$ cat src/rtl/apb_uart_fifo_ctrl_if.sv
// APB bus bundle for apb_uart_fifo_ctrl.
// PSLVERR is present only when APB_PSLVERR_EN is defined.
interface apb_uart_fifo_ctrl_if;
   // Handshake: the master holds PSEL/PADDR/PWRITE/PWDATA from setup until the
   // access cycle; the transfer completes in the cycle PSEL&PENABLE&PREADY is high,
   // and PRDATA/PSLVERR are valid only in that cycle.
   logic [31:0] PADDR;
   logic        PSEL;
   logic        PENABLE;
   logic        PWRITE;
   logic [31:0] PWDATA;
   logic [31:0] PRDATA;
   logic        PREADY;
`ifdef APB_PSLVERR_EN
   logic        PSLVERR;
   modport master (output PADDR, PSEL, PENABLE, PWRITE, PWDATA, input PRDATA, PREADY, PSLVERR);
   modport slave  (input PADDR, PSEL, PENABLE, PWRITE, PWDATA, output PRDATA, PREADY, PSLVERR);
`else
   modport master (output PADDR, PSEL, PENABLE, PWRITE, PWDATA, input PRDATA, PREADY);
   modport slave  (input PADDR, PSEL, PENABLE, PWRITE, PWDATA, output PRDATA, PREADY);
`endif
endinterface

$ cat src/rtl/apb_uart_fifo_ctrl.sv
// APB register block with TX/RX FIFOs in front of the UART serializer cores.
// Optional macro APB_PSLVERR_EN adds PSLVERR reporting on the APB interface.
module apb_uart_fifo_ctrl_fifo #(
   parameter int DEPTH  = 8,
   parameter int DATA_W = 8,
   parameter int CNT_W  = $clog2(DEPTH) + 1
) (
   input  logic              clk,
   input  logic              rst_n,
   input  logic              flush,
   input  logic              push,
   input  logic              pop,
   input  logic [DATA_W-1:0] din,
   output logic [DATA_W-1:0] dout,
   output logic [CNT_W-1:0]  count,
   output logic              full,
   output logic              empty
);
   localparam int PTR_W = $clog2(DEPTH);

   logic [DATA_W-1:0] mem [DEPTH];
   logic [PTR_W-1:0]  wr_ptr, rd_ptr;
   logic              do_push, do_pop;

   assign full    = (count == CNT_W'(DEPTH));
   assign empty   = (count == '0);
   assign do_push = push && !full;
   assign do_pop  = pop && !empty;
   assign dout    = mem[rd_ptr];

   // Power-of-2 depth lets the pointers wrap naturally; flush dominates everything.
   always_ff @(posedge clk or negedge rst_n) begin
      if (!rst_n) begin
         wr_ptr <= '0;
         rd_ptr <= '0;
         count  <= '0;
      end else if (flush) begin
         wr_ptr <= '0;
         rd_ptr <= '0;
         count  <= '0;
      end else begin
         if (do_push) wr_ptr <= wr_ptr + 1'b1;
         if (do_pop)  rd_ptr <= rd_ptr + 1'b1;
         if (do_push && !do_pop)      count <= count + 1'b1;
         else if (do_pop && !do_push) count <= count - 1'b1;
      end
   end

   always_ff @(posedge clk) begin
      if (do_push && !flush) mem[wr_ptr] <= din;
   end
endmodule

module apb_uart_fifo_ctrl #(
   parameter int                    DEPTH      = 8,
   parameter int                    DATA_W     = 8,
   parameter int                    BAUD_WIDTH = 16,
   parameter logic [BAUD_WIDTH-1:0] BAUD_DIV   = 16'd10417,
   localparam int                   CNT_W      = $clog2(DEPTH) + 1
) (
   input  logic                   PCLK,
   input  logic                   PRESETn,
   apb_uart_fifo_ctrl_if.slave    apb,
   output logic                   irq,
   output logic                   core_tx_start,
   output logic [DATA_W-1:0]      core_tx_data,
   input  logic                   core_tx_done,
   input  logic                   core_tx_busy,
   input  logic [DATA_W-1:0]      core_rx_data,
   input  logic                   core_rx_done,
   input  logic                   core_rx_error,
   input  logic                   core_rx_busy,
   output logic                   core_rx_en,
   output logic                   core_tx_rst,
   output logic                   core_rx_rst,
   output logic [BAUD_WIDTH-1:0]  baud_div,
   output logic [1:0]             tx_state
);
   typedef enum logic [1:0] {ST_IDLE = 2'd0, ST_LAUNCH = 2'd1, ST_WAIT = 2'd2} tx_state_e;
   tx_state_e state, state_nx;

   logic [2:0]        word, irq_en;
   logic              prep, access, wr;
   logic              tx_en, rx_en, rx_overrun, frame_err, tx_overflow;
   logic              tx_push_ok, rx_pop_ok;
   logic              tx_flush, rx_flush, tx_push, tx_drop, tx_pop;
   logic              rx_push, rx_pop, rx_drop;
   logic [DATA_W-1:0] tx_head, rx_head;
   logic [CNT_W-1:0]  tx_count, rx_count;
   logic              tx_full, tx_empty, rx_full, rx_empty;
   logic [8:0]        status;
   logic [31:0]       rdata;
   logic              unused_bits;

   assign word     = apb.PADDR[4:2];
   assign prep     = apb.PSEL && apb.PENABLE && !apb.PREADY;
   assign access   = apb.PSEL && apb.PENABLE && apb.PREADY;
   assign wr       = access && apb.PWRITE;
   assign tx_flush = wr && (word == 3'd0) && apb.PWDATA[2];
   assign rx_flush = wr && (word == 3'd0) && apb.PWDATA[3];
   // Full/empty decisions are frozen in the wait-state cycle so data, error and side effect agree.
   assign tx_push  = wr && (word == 3'd2) && tx_push_ok;
   assign tx_drop  = wr && (word == 3'd2) && !tx_push_ok;
   assign rx_pop   = access && !apb.PWRITE && (word == 3'd3) && rx_pop_ok;
   assign rx_push  = core_rx_done && !core_rx_error;
   assign rx_drop  = rx_push && rx_full && !rx_flush;

   assign core_rx_en  = rx_en;
   assign tx_state    = state;
   assign unused_bits = ^{apb.PADDR[31:5], apb.PADDR[1:0], apb.PWDATA};
   assign status = {tx_overflow, frame_err, rx_overrun, rx_empty, rx_full,
                    tx_empty, tx_full, core_rx_busy, (state != ST_IDLE) || core_tx_busy};

   apb_uart_fifo_ctrl_fifo #(.DEPTH(DEPTH), .DATA_W(DATA_W), .CNT_W(CNT_W)) u_tx_fifo (
      .clk(PCLK), .rst_n(PRESETn), .flush(tx_flush), .push(tx_push), .pop(tx_pop),
      .din(apb.PWDATA[DATA_W-1:0]), .dout(tx_head), .count(tx_count),
      .full(tx_full), .empty(tx_empty));

   apb_uart_fifo_ctrl_fifo #(.DEPTH(DEPTH), .DATA_W(DATA_W), .CNT_W(CNT_W)) u_rx_fifo (
      .clk(PCLK), .rst_n(PRESETn), .flush(rx_flush), .push(rx_push), .pop(rx_pop),
      .din(core_rx_data), .dout(rx_head), .count(rx_count),
      .full(rx_full), .empty(rx_empty));

   always_comb begin
      rdata = '0;
      case (word)
         3'd0: rdata[1:0] = {rx_en, tx_en};
         3'd1: rdata[8:0] = status;
         3'd3: if (!rx_empty) rdata[DATA_W-1:0] = rx_head;
         3'd4: rdata[BAUD_WIDTH-1:0] = baud_div;
         3'd5: begin
            rdata[CNT_W-1:0]   = tx_count;
            rdata[16 +: CNT_W] = rx_count;
         end
         3'd6: rdata[2:0] = irq_en;
         default: ;
      endcase
   end

   always_ff @(posedge PCLK or negedge PRESETn) begin
      if (!PRESETn) begin
         apb.PREADY  <= 1'b0;
         apb.PRDATA  <= '0;
         tx_push_ok  <= 1'b0;
         rx_pop_ok   <= 1'b0;
         tx_en       <= 1'b0;
         rx_en       <= 1'b0;
         irq_en      <= '0;
         baud_div    <= BAUD_DIV;
         rx_overrun  <= 1'b0;
         frame_err   <= 1'b0;
         tx_overflow <= 1'b0;
         irq         <= 1'b0;
         core_tx_rst <= 1'b0;
         core_rx_rst <= 1'b0;
      end else begin
         apb.PREADY  <= apb.PSEL && apb.PENABLE;
         apb.PRDATA  <= (prep && !apb.PWRITE) ? rdata : 32'd0;
         core_tx_rst <= tx_flush;
         core_rx_rst <= rx_flush;
         if (prep) begin
            tx_push_ok <= !tx_full;
            rx_pop_ok  <= !rx_empty;
         end
         if (wr) begin
            case (word)
               3'd0: begin
                  tx_en <= apb.PWDATA[0];
                  rx_en <= apb.PWDATA[1];
               end
               3'd1: begin
                  if (apb.PWDATA[6]) rx_overrun  <= 1'b0;
                  if (apb.PWDATA[7]) frame_err   <= 1'b0;
                  if (apb.PWDATA[8]) tx_overflow <= 1'b0;
               end
               3'd4: baud_div <= apb.PWDATA[BAUD_WIDTH-1:0];
               3'd6: irq_en <= apb.PWDATA[2:0];
               default: ;
            endcase
         end
         // A new error event wins over a simultaneous write-1-to-clear.
         if (rx_drop)                       rx_overrun  <= 1'b1;
         if (core_rx_done && core_rx_error) frame_err   <= 1'b1;
         if (tx_drop)                       tx_overflow <= 1'b1;
         irq <= (irq_en[0] && !rx_empty) || (irq_en[1] && tx_empty) ||
                (irq_en[2] && (rx_overrun || frame_err || tx_overflow));
      end
   end

`ifdef APB_PSLVERR_EN
   logic slverr;
   always_comb begin
      slverr = 1'b0;
      if (word == 3'd7) slverr = 1'b1;
      if (apb.PWRITE && (word == 3'd1) && |(apb.PWDATA & ~32'h0000_01C0)) slverr = 1'b1;
      if (apb.PWRITE && (word == 3'd5)) slverr = 1'b1;
      if (apb.PWRITE && (word == 3'd2) && tx_full) slverr = 1'b1;
      if (!apb.PWRITE && (word == 3'd3) && rx_empty) slverr = 1'b1;
   end

   always_ff @(posedge PCLK or negedge PRESETn) begin
      if (!PRESETn) apb.PSLVERR <= 1'b0;
      else          apb.PSLVERR <= prep && slverr;
   end
`endif

   always_ff @(posedge PCLK or negedge PRESETn) begin
      if (!PRESETn) begin
         state        <= ST_IDLE;
         core_tx_data <= '0;
      end else begin
         state <= state_nx;
         if (tx_pop) core_tx_data <= tx_head;
      end
   end

   // Clearing tx_en only gates the IDLE exit, so a character in flight completes.
   always_comb begin
      state_nx      = state;
      tx_pop        = 1'b0;
      core_tx_start = 1'b0;
      case (state)
         ST_IDLE: begin
            if (tx_en && !tx_empty) begin
               tx_pop   = 1'b1;
               state_nx = ST_LAUNCH;
            end
         end
         ST_LAUNCH: begin
            core_tx_start = 1'b1;
            state_nx      = ST_WAIT;
         end
         ST_WAIT: if (core_tx_done) state_nx = ST_IDLE;
         default: state_nx = ST_IDLE;
      endcase
      if (tx_flush) begin
         tx_pop   = 1'b0;
         state_nx = ST_IDLE;
      end
   end
endmodule

$ cat src/flat_wrapper.sv
// flat-port wrapper written by rule: the top's interface ports become plain ports
module apb_uart_fifo_ctrl_flat 
#(
   parameter int                    DEPTH      = 8,
   parameter int                    DATA_W     = 8,
   parameter int                    BAUD_WIDTH = 16,
   parameter logic [BAUD_WIDTH-1:0] BAUD_DIV   = 16'd10417,
   localparam int                   CNT_W      = $clog2(DEPTH) + 1
)
  (PCLK, PRESETn, irq, core_tx_start, core_tx_data, core_tx_done, core_tx_busy, core_rx_data, core_rx_done, core_rx_error, core_rx_busy, core_rx_en, core_tx_rst, core_rx_rst, baud_div, tx_state, apb_PADDR, apb_PSEL, apb_PENABLE, apb_PWRITE, apb_PWDATA, apb_PRDATA, apb_PREADY);
  apb_uart_fifo_ctrl_if apb_i ();
  input  logic PCLK;
  input  logic PRESETn;
  output logic irq;
  output logic core_tx_start;
  output logic [DATA_W-1:0] core_tx_data;
  input  logic core_tx_done;
  input  logic core_tx_busy;
  input  logic [DATA_W-1:0] core_rx_data;
  input  logic core_rx_done;
  input  logic core_rx_error;
  input  logic core_rx_busy;
  output logic core_rx_en;
  output logic core_tx_rst;
  output logic core_rx_rst;
  output logic [BAUD_WIDTH-1:0] baud_div;
  output logic [1:0] tx_state;
  input wire logic [$bits(apb_i.PADDR)-1:0] apb_PADDR;
  input wire logic [$bits(apb_i.PSEL)-1:0] apb_PSEL;
  input wire logic [$bits(apb_i.PENABLE)-1:0] apb_PENABLE;
  input wire logic [$bits(apb_i.PWRITE)-1:0] apb_PWRITE;
  input wire logic [$bits(apb_i.PWDATA)-1:0] apb_PWDATA;
  output wire logic [$bits(apb_i.PRDATA)-1:0] apb_PRDATA;
  output wire logic [$bits(apb_i.PREADY)-1:0] apb_PREADY;
  assign apb_i.PADDR = apb_PADDR;
  assign apb_i.PSEL = apb_PSEL;
  assign apb_i.PENABLE = apb_PENABLE;
  assign apb_i.PWRITE = apb_PWRITE;
  assign apb_i.PWDATA = apb_PWDATA;
  assign apb_PRDATA = apb_i.PRDATA;
  assign apb_PREADY = apb_i.PREADY;
  apb_uart_fifo_ctrl #(.DEPTH(DEPTH), .DATA_W(DATA_W), .BAUD_WIDTH(BAUD_WIDTH), .BAUD_DIV(BAUD_DIV)) u_core (.PCLK(PCLK), .PRESETn(PRESETn), .apb(apb_i), .irq(irq), .core_tx_start(core_tx_start), .core_tx_data(core_tx_data), .core_tx_done(core_tx_done), .core_tx_busy(core_tx_busy), .core_rx_data(core_rx_data), .core_rx_done(core_rx_done), .core_rx_error(core_rx_error), .core_rx_busy(core_rx_busy), .core_rx_en(core_rx_en), .core_tx_rst(core_tx_rst), .core_rx_rst(core_rx_rst), .baud_div(baud_div), .tx_state(tx_state));
endmodule
$ cat config.mk
export PLATFORM = sky130hd
export DESIGN_NAME = apb_uart_fifo_ctrl_flat
export DESIGN_NICKNAME = d
export VERILOG_FILES = /design/src/rtl/apb_uart_fifo_ctrl_if.sv /design/src/rtl/apb_uart_fifo_ctrl.sv /design/src/flat_wrapper.sv
export SDC_FILE = /design/constraint.sdc
export NUM_CORES = 1
export LEC_CHECK = 0
export ABC_AREA = 0
export BUFFER_PORTS_ARGS = -buffer_cell sky130_fd_sc_hd__buf_4
export CAP_MARGIN = 40
export CORE_MARGIN = 1
export CORE_UTILIZATION = 45
export CTS_BUF_LIST = sky130_fd_sc_hd__clkbuf_4
export DETAILED_ROUTE_END_ITERATION = 8
export PLACE_DENSITY_LB_ADDON = 0.12
export SLEW_MARGIN = 20
export SYNTH_ARGS = -nofsm -noshare
export SYNTH_HDL_FRONTEND = slang
export SYNTH_HIERARCHICAL = 1
export SYNTH_SLANG_ARGS = --single-unit
$ cat constraint.sdc
create_clock -name PCLK -period 3.7 [get_ports PCLK]
set_clock_uncertainty 0.1 [all_clocks]
set_input_delay 0.37 -clock PCLK [delete_from_list [all_inputs] [get_ports PCLK]]
set_output_delay 0.37 -clock PCLK [all_outputs]
set_load 0.01 [all_outputs]
* Yosys cells after proc, flatten, opt, wreduce, memory -nomap -nowiden
Memories as Yosys holds them, arrays and structs flattened. A register that Yosys moved wholly into a read port is not among the register bits.
Cells that the tools add are included.
** Storage, ports and cells
- Logic and storage cells :: 169
- Memories :: 2
- Memory bits (writable) :: 128
- Output and inout port bits :: 64
- Register bits :: 84
- Bits of input ports :: 82
** Operators by class
- Reductions and logical operators :: 79
- Add/sub/neg operators :: 8
- Equality and inequality tests :: 12
- Multiplexer cells :: 47
** Memory list
- u_core.u_rx_fifo.mem :: words 8, width 8, read ports 1, clocked after memory_dff 0, write ports 1, RTL line apb_uart_fifo_ctrl.sv:21 : logic [DATA_W-1:0] mem [DEPTH];
- u_core.u_tx_fifo.mem :: words 8, width 8, read ports 1, clocked after memory_dff 1, write ports 1, RTL line apb_uart_fifo_ctrl.sv:21
** Operators by type and width (count)
- $logic_and 1x1->1 :: 32
- $mux 4 :: 7
- $reduce_bool 2->1 :: 14
- $mux 3 :: 8
- $mux 1 :: 20
- $mux 20 :: 1
- $logic_not 1->1 :: 15
- $add 3x1->3 const B :: 4
- $pmux 2 s6 :: 1
- $pmux 4 s3 :: 1
- $eq 3x3->1 const B :: 3
- $reduce_and 3->1 :: 3
- $add 4x1->4 const B :: 2
- $eq 4x4->1 const B :: 2
- $logic_not 4->1 :: 2
- $mux 8 :: 1
- $reduce_and 2->1 :: 4
- $sub 4x1->4 const B :: 2
- $mux 7 :: 1
- $eq 3x2->1 const B :: 2
- $mux 2 :: 3
- $pmux 2 s3 :: 1
- $reduce_bool 3->1 :: 2
- $logic_or 1x1->1 :: 5
- 10 further kinds :: 10

* Longest topological paths before layout
- Depth in word-level cells :: 11
- Gate-level depth with buffers :: 13
- Depth with buffers taken out :: 12

* Cells and area by module
Netlist, hierarchy kept.
** Modules (own cells, without submodules)
- apb_uart_fifo_ctrl_fifo :: times used 2, sequential area each 2172.1 um2, area an instance 3138.0 um2, cells each 167
- apb_uart_fifo_ctrl :: times used 1, sequential area each 1508.9 um2, area an instance 2695.1 um2, cells each 217

* Worst setup path before layout
OpenSTA, ideal clock, no wires.
- Path kind :: reg-to-reg
- Start point :: reg u_core.u_tx_fifo.count[0]
- End point :: reg u_core.u_tx_fifo.count[3]
- Clock period less this slack :: 3.102 ns
- Setup time :: 0.125 ns
- Path buffers :: 0
- Arrival time :: 2.877 ns
- Data required time :: 3.475 ns
- Path slack :: 0.598 ns
- Cell stages (with the launch flop) :: 12
- Path through :: dfrtp_1 -> nor4_1 -> or4b_4 -> a31oi_4 -> o41ai_4 -> ha_1 -> inv_1 -> ha_1 -> a21oi_1 -> a211oi_1 -> a31oi_1 -> mux2_2
** Between the ends
- Longest elaborated chain between the ends :: 11
- Elaborated cells on any way between the ends :: 20
- Classes of those cells :: 2 x add/sub; 1 x eq/ne; 6 x mux; 11 x reduce/logical
** Ends and longest elaborated chain
- start: declaration :: RTL line apb_uart_fifo_ctrl.sv:15 : output logic [CNT_W-1:0] count,
- start signal: assignment :: RTL line apb_uart_fifo_ctrl.sv:44 : if (do_push && !do_pop) count <= count + 1'b1;
- start signal: assignment :: RTL line apb_uart_fifo_ctrl.sv:45 : else if (do_pop && !do_push) count <= count - 1'b1;
- $logic_not 4->1 * :: RTL line apb_uart_fifo_ctrl.sv:26 : assign empty = (count == '0);
- via u_core.tx_empty :: RTL line apb_uart_fifo_ctrl.sv:90 : logic tx_full, tx_empty, rx_full, rx_empty;
- $logic_not 1->1 * :: RTL line apb_uart_fifo_ctrl.sv:224 : if (tx_en && !tx_empty) begin
- $logic_and 1x1->1 * :: RTL line apb_uart_fifo_ctrl.sv:224
- $mux 1 * :: RTL line apb_uart_fifo_ctrl.sv:224
- $mux 1 * :: RTL line apb_uart_fifo_ctrl.sv:222 : case (state)
- $mux 1 * :: RTL line apb_uart_fifo_ctrl.sv:236 : if (tx_flush) begin
- via u_core.tx_pop :: RTL line apb_uart_fifo_ctrl.sv:86 : logic tx_flush, rx_flush, tx_push, tx_drop, tx_pop;
- $logic_and 1x1->1 * :: RTL line apb_uart_fifo_ctrl.sv:28 : assign do_pop = pop && !empty;
- $logic_not 1->1 :: RTL line apb_uart_fifo_ctrl.sv:44
- $logic_and 1x1->1 :: RTL line apb_uart_fifo_ctrl.sv:44
- $mux 4 :: RTL line apb_uart_fifo_ctrl.sv:44
- $mux 4 :: RTL line apb_uart_fifo_ctrl.sv:37 : end else if (flush) begin
Mark *: on every way through the listed nets, which the timed path passes. The rest lies on a longest branch. The select of a mux whose other input is x is not followed.
A chain may end at the register's enable or synchronous reset.

* Worst setup path in the final report
- Start point :: reg u_core.u_tx_fifo.count[3]
- End point :: reg u_core.u_tx_fifo.count[3]
The elaborated chain is that of the path after synthesis.

==> results.toml <==
[outcome]
outcome = "completed"

[clock_tree]
cts_setup_buffers = 0
cts_buffers = 55
cts.sinks = 208
cts-htree-levels = 2
clock_latency_ns = 0.66
cts_tree = "built"
cts.clk_slew.worst_paths_ns = 0.06
cts_buffer_depth = 3
root_buffer = "clkbuf_4"

[finish]
multi_input_area_um2 = 2860
layout_commonest_cell = "edfxtp_1"
final_util = 0.566
regArea_um2 = 5850
syn2layout_area_growth_pct = 23.1
nets = 825
drive_gt1_frac = 0.343
final_cells = 1041
n_fill_cell = 1619
final_cell_mix = "edfxtp_1 (128), buf_4 (111), clkbuf_4 (83), dfrtp_1 (74), mux2_2 (48)"

[sta]
rsz0062_at_grt = "no"
setup_violations = 0
tightest_slew_ns = 0.779
timing.final.crit_share = 0.893
setup_tns_ns = 0
slew_viol_final = 0
finalHoldViolCount = 0
period_minus_slack_ns = 3.30
clock.fmax_mhz = 303
slew_headroom = 0.476

[floorplanning]
io_pins = 146
dieArea_um2 = 20500
rows = 51
start_util = 0.459
die_h_um = 143
die_w_um = 143
fp.coreArea_um2 = 19500

[global_route]
grt_pass1_wl_mm = 29.4
grt_usage = 0.192
overflow = 0
antenna_found_initial = 1
first_global_vias = 5607
grt_max_degree = 47

[setup_path]
critPathLaunchType = "register"
cp-end-kind = "register"
required_ns = 4.14
cp_top_family = "simple AND/OR/NAND/NOR gates"
worst-setup-path-type = "reg -> reg"
cp_common_cell = "ha_1"
crit_buf_inv = 1
path_cells = "nor4_1 -> or4b_4 -> a31oi_4 -> o41ai_4 -> ha_1 -> inv_1 -> ha_1 -> a21oi_1 -> a211oi_1 -> a31oi_1 -> mux2_2"
arrival_ns = 3.75
crit_path_top_delay_cell = "nor4_1"
cp_max_fo = 6
cp_slowest_stage_delay_ns = 0.63

[logic_synthesis]
ys_types = 55
netlist_area_um2 = 8970
synth_edf_count = 128
synth_top_area_share = 0.428
synth-seq-cells = 208
ys_async_sr_fraction = 0.385
ys.flop_type = "edfxtp_1"
postSynthCellCount = 551
synth.area.top_cells = "edfxtp_1 (43%), dfrtp_1 (21%), mux4_1 (9.4%), mux2_2 (6.0%), nor2_1 (1.8%)"
synth_top_area_cell = "edfxtp_1"
yosys_warnings = 6
syn_avg_cell_area_um2 = 16.3
seq_area_frac_synth = 0.652

[power]
peakVddDrop_v = 0.000277
p_per_area_nw_per_um2 = 539
total_power_uw = 5950
leakagePower_uw = 0.00454

[place]
gp_congestion = 0.790
dp.cells = 906
dp_hpwl_mm = 12.7
io_buffers = 88

[job]
cap_violations = 0

[worst_hold_path]
hold_class = "in -> reg"

[routing]
drc = 0
drtIter0Drc = 246
drtAntennaViolNets = 0
firstDrtPassIters = 4
postRouteWirelength_mm = 18.5
wire_per_inst_um = 17.8
routed-via-count = 5298
viasPerCell = 5.09
## what timing repair did
action | CTS | global route
gates resized for setup | 0 | 0
endpoints found under the hold margin | 235 | 0
hold buffers | 33 | 0
## through the flow
step                      setup WS [ns]  instance area (um2)  hold slack, ns
after floorplan                   0.598                 9010         -0.0256
after global placement            0.557                 9940           0.388
after detailed placement          0.475                 9990           0.264
after CTS                         0.470                11000          0.0271
after global routing              0.234                11000          0.0541
final                             0.397                11000          0.0861
## cell families (layout without fill, tap and decap cells)
family	count (synthesis)	after routing	synth area share
AOI/OAI and AO/OA	49	49	0.0417
xor gates and xnor gates	12	12	0.0117
adders and majority gates	12	12	0.0184
buffers and inverters	52	265	0.0336
DFF	208	208	0.652
muxes	85	85	0.161
other	1	13	0.000418
and+or+nand+nor	132	132	0.0808
## registers in the layout, indices dropped and copies added (netlist names), 3 cells and up
name and flops:
u_core/apb.PRDATA 20, u_core/baud_div 16, u_core/core_tx_data 8, u_core/irq_en 3, u_core/u_rx_fifo/count 4, u_core/u_rx_fifo/mem 64
u_core/u_rx_fifo/rd_ptr 3, u_core/u_rx_fifo/wr_ptr 3, u_core/u_tx_fifo/count 4, u_core/u_tx_fifo/mem 64, u_core/u_tx_fifo/rd_ptr 3, u_core/u_tx_fifo/wr_ptr 3
## cell usage after synthesis, types with 3 or more instances
cell type / number
a211oi_1: 5
a21oi_1: 15
a31oi_1: 4
a32oi_1: 3
and2_1: 12
and3b_1: 8
and4_1: 3
buf_2: 5
buf_4: 14
clkbuf_1: 10
dfrtp_1: 74
dfstp_2: 6
edfxtp_1: 128
ha_1: 10
inv_1: 17
mux2_2: 48
mux2i_1: 4
mux4_1: 32
nand2_1: 16
nand2b_1: 7
nand3_1: 8
nor2_1: 44
nor2b_1: 8
nor3_1: 7
nor3b_1: 4
nor4_1: 3
o21ai_0: 8
or4b_4: 3
xor2_1: 10
## power breakdown
group	internal [uW]	switching, uW
clock	1100	903
sequential	2670	186
combinational	569	528
total	4330	1620
## worst paths after layout
path | to | startpoint | depth (start not counted) | slack [ns]
max | u_core/u_tx_fifo/count[3]$_DFFE_PN0P_ | u_core/u_tx_fifo/count[3]$_DFFE_PN0P_ | 11 | 0.40
min | u_core/u_rx_fifo/rd_ptr[1]$_DFFE_PN0P_ | apb_PWRITE | 5 | 0.09
min reg2reg | u_core/core_tx_data[0]$_DFFE_PN0P_ | u_core/core_tx_data[0]$_DFFE_PN0P_ | 1 | 0.41
max in group asynchronous | u_core/baud_div[5]$_DFFE_PN1P_ | PRESETn | 3 | 2.70
max reg2reg | u_core/u_tx_fifo/count[3]$_DFFE_PN0P_ | u_core/u_tx_fifo/count[3]$_DFFE_PN0P_ | 11 | 0.40
min in group asynchronous | u_core/core_tx_data[3]$_DFFE_PN0P_ | PRESETn | 2 | 0.14
## worst min-delay path, stage by stage
cell     delay [ns]
buf_4          0.09
nor3_1         0.07
o41ai_4        0.08
mux2i_1        0.07
nor2_1         0.08
## cell type report
cell class,instances,share of cell area
Antenna cell,1,0.000227
Inverter,17,0.00578
Clock buffer,83,0.0564
Timing Repair Buffer,147,0.110
Tap cell,265,0.0300
Sequential cell,208,0.530
Clock inverter,18,0.00929
Multi-Input combinational cell,302,0.259
## metal layers
metal  wire, um  vias to the layer above  track usage
li1           -                     2486            -
met3        737                       38       0.0449
met5          0                        -            0
met2      10100                      137        0.347
met4        353                        0       0.0787
met1       7390                     2637        0.216
No activity file was read; power rests on OpenSTA's default activity.
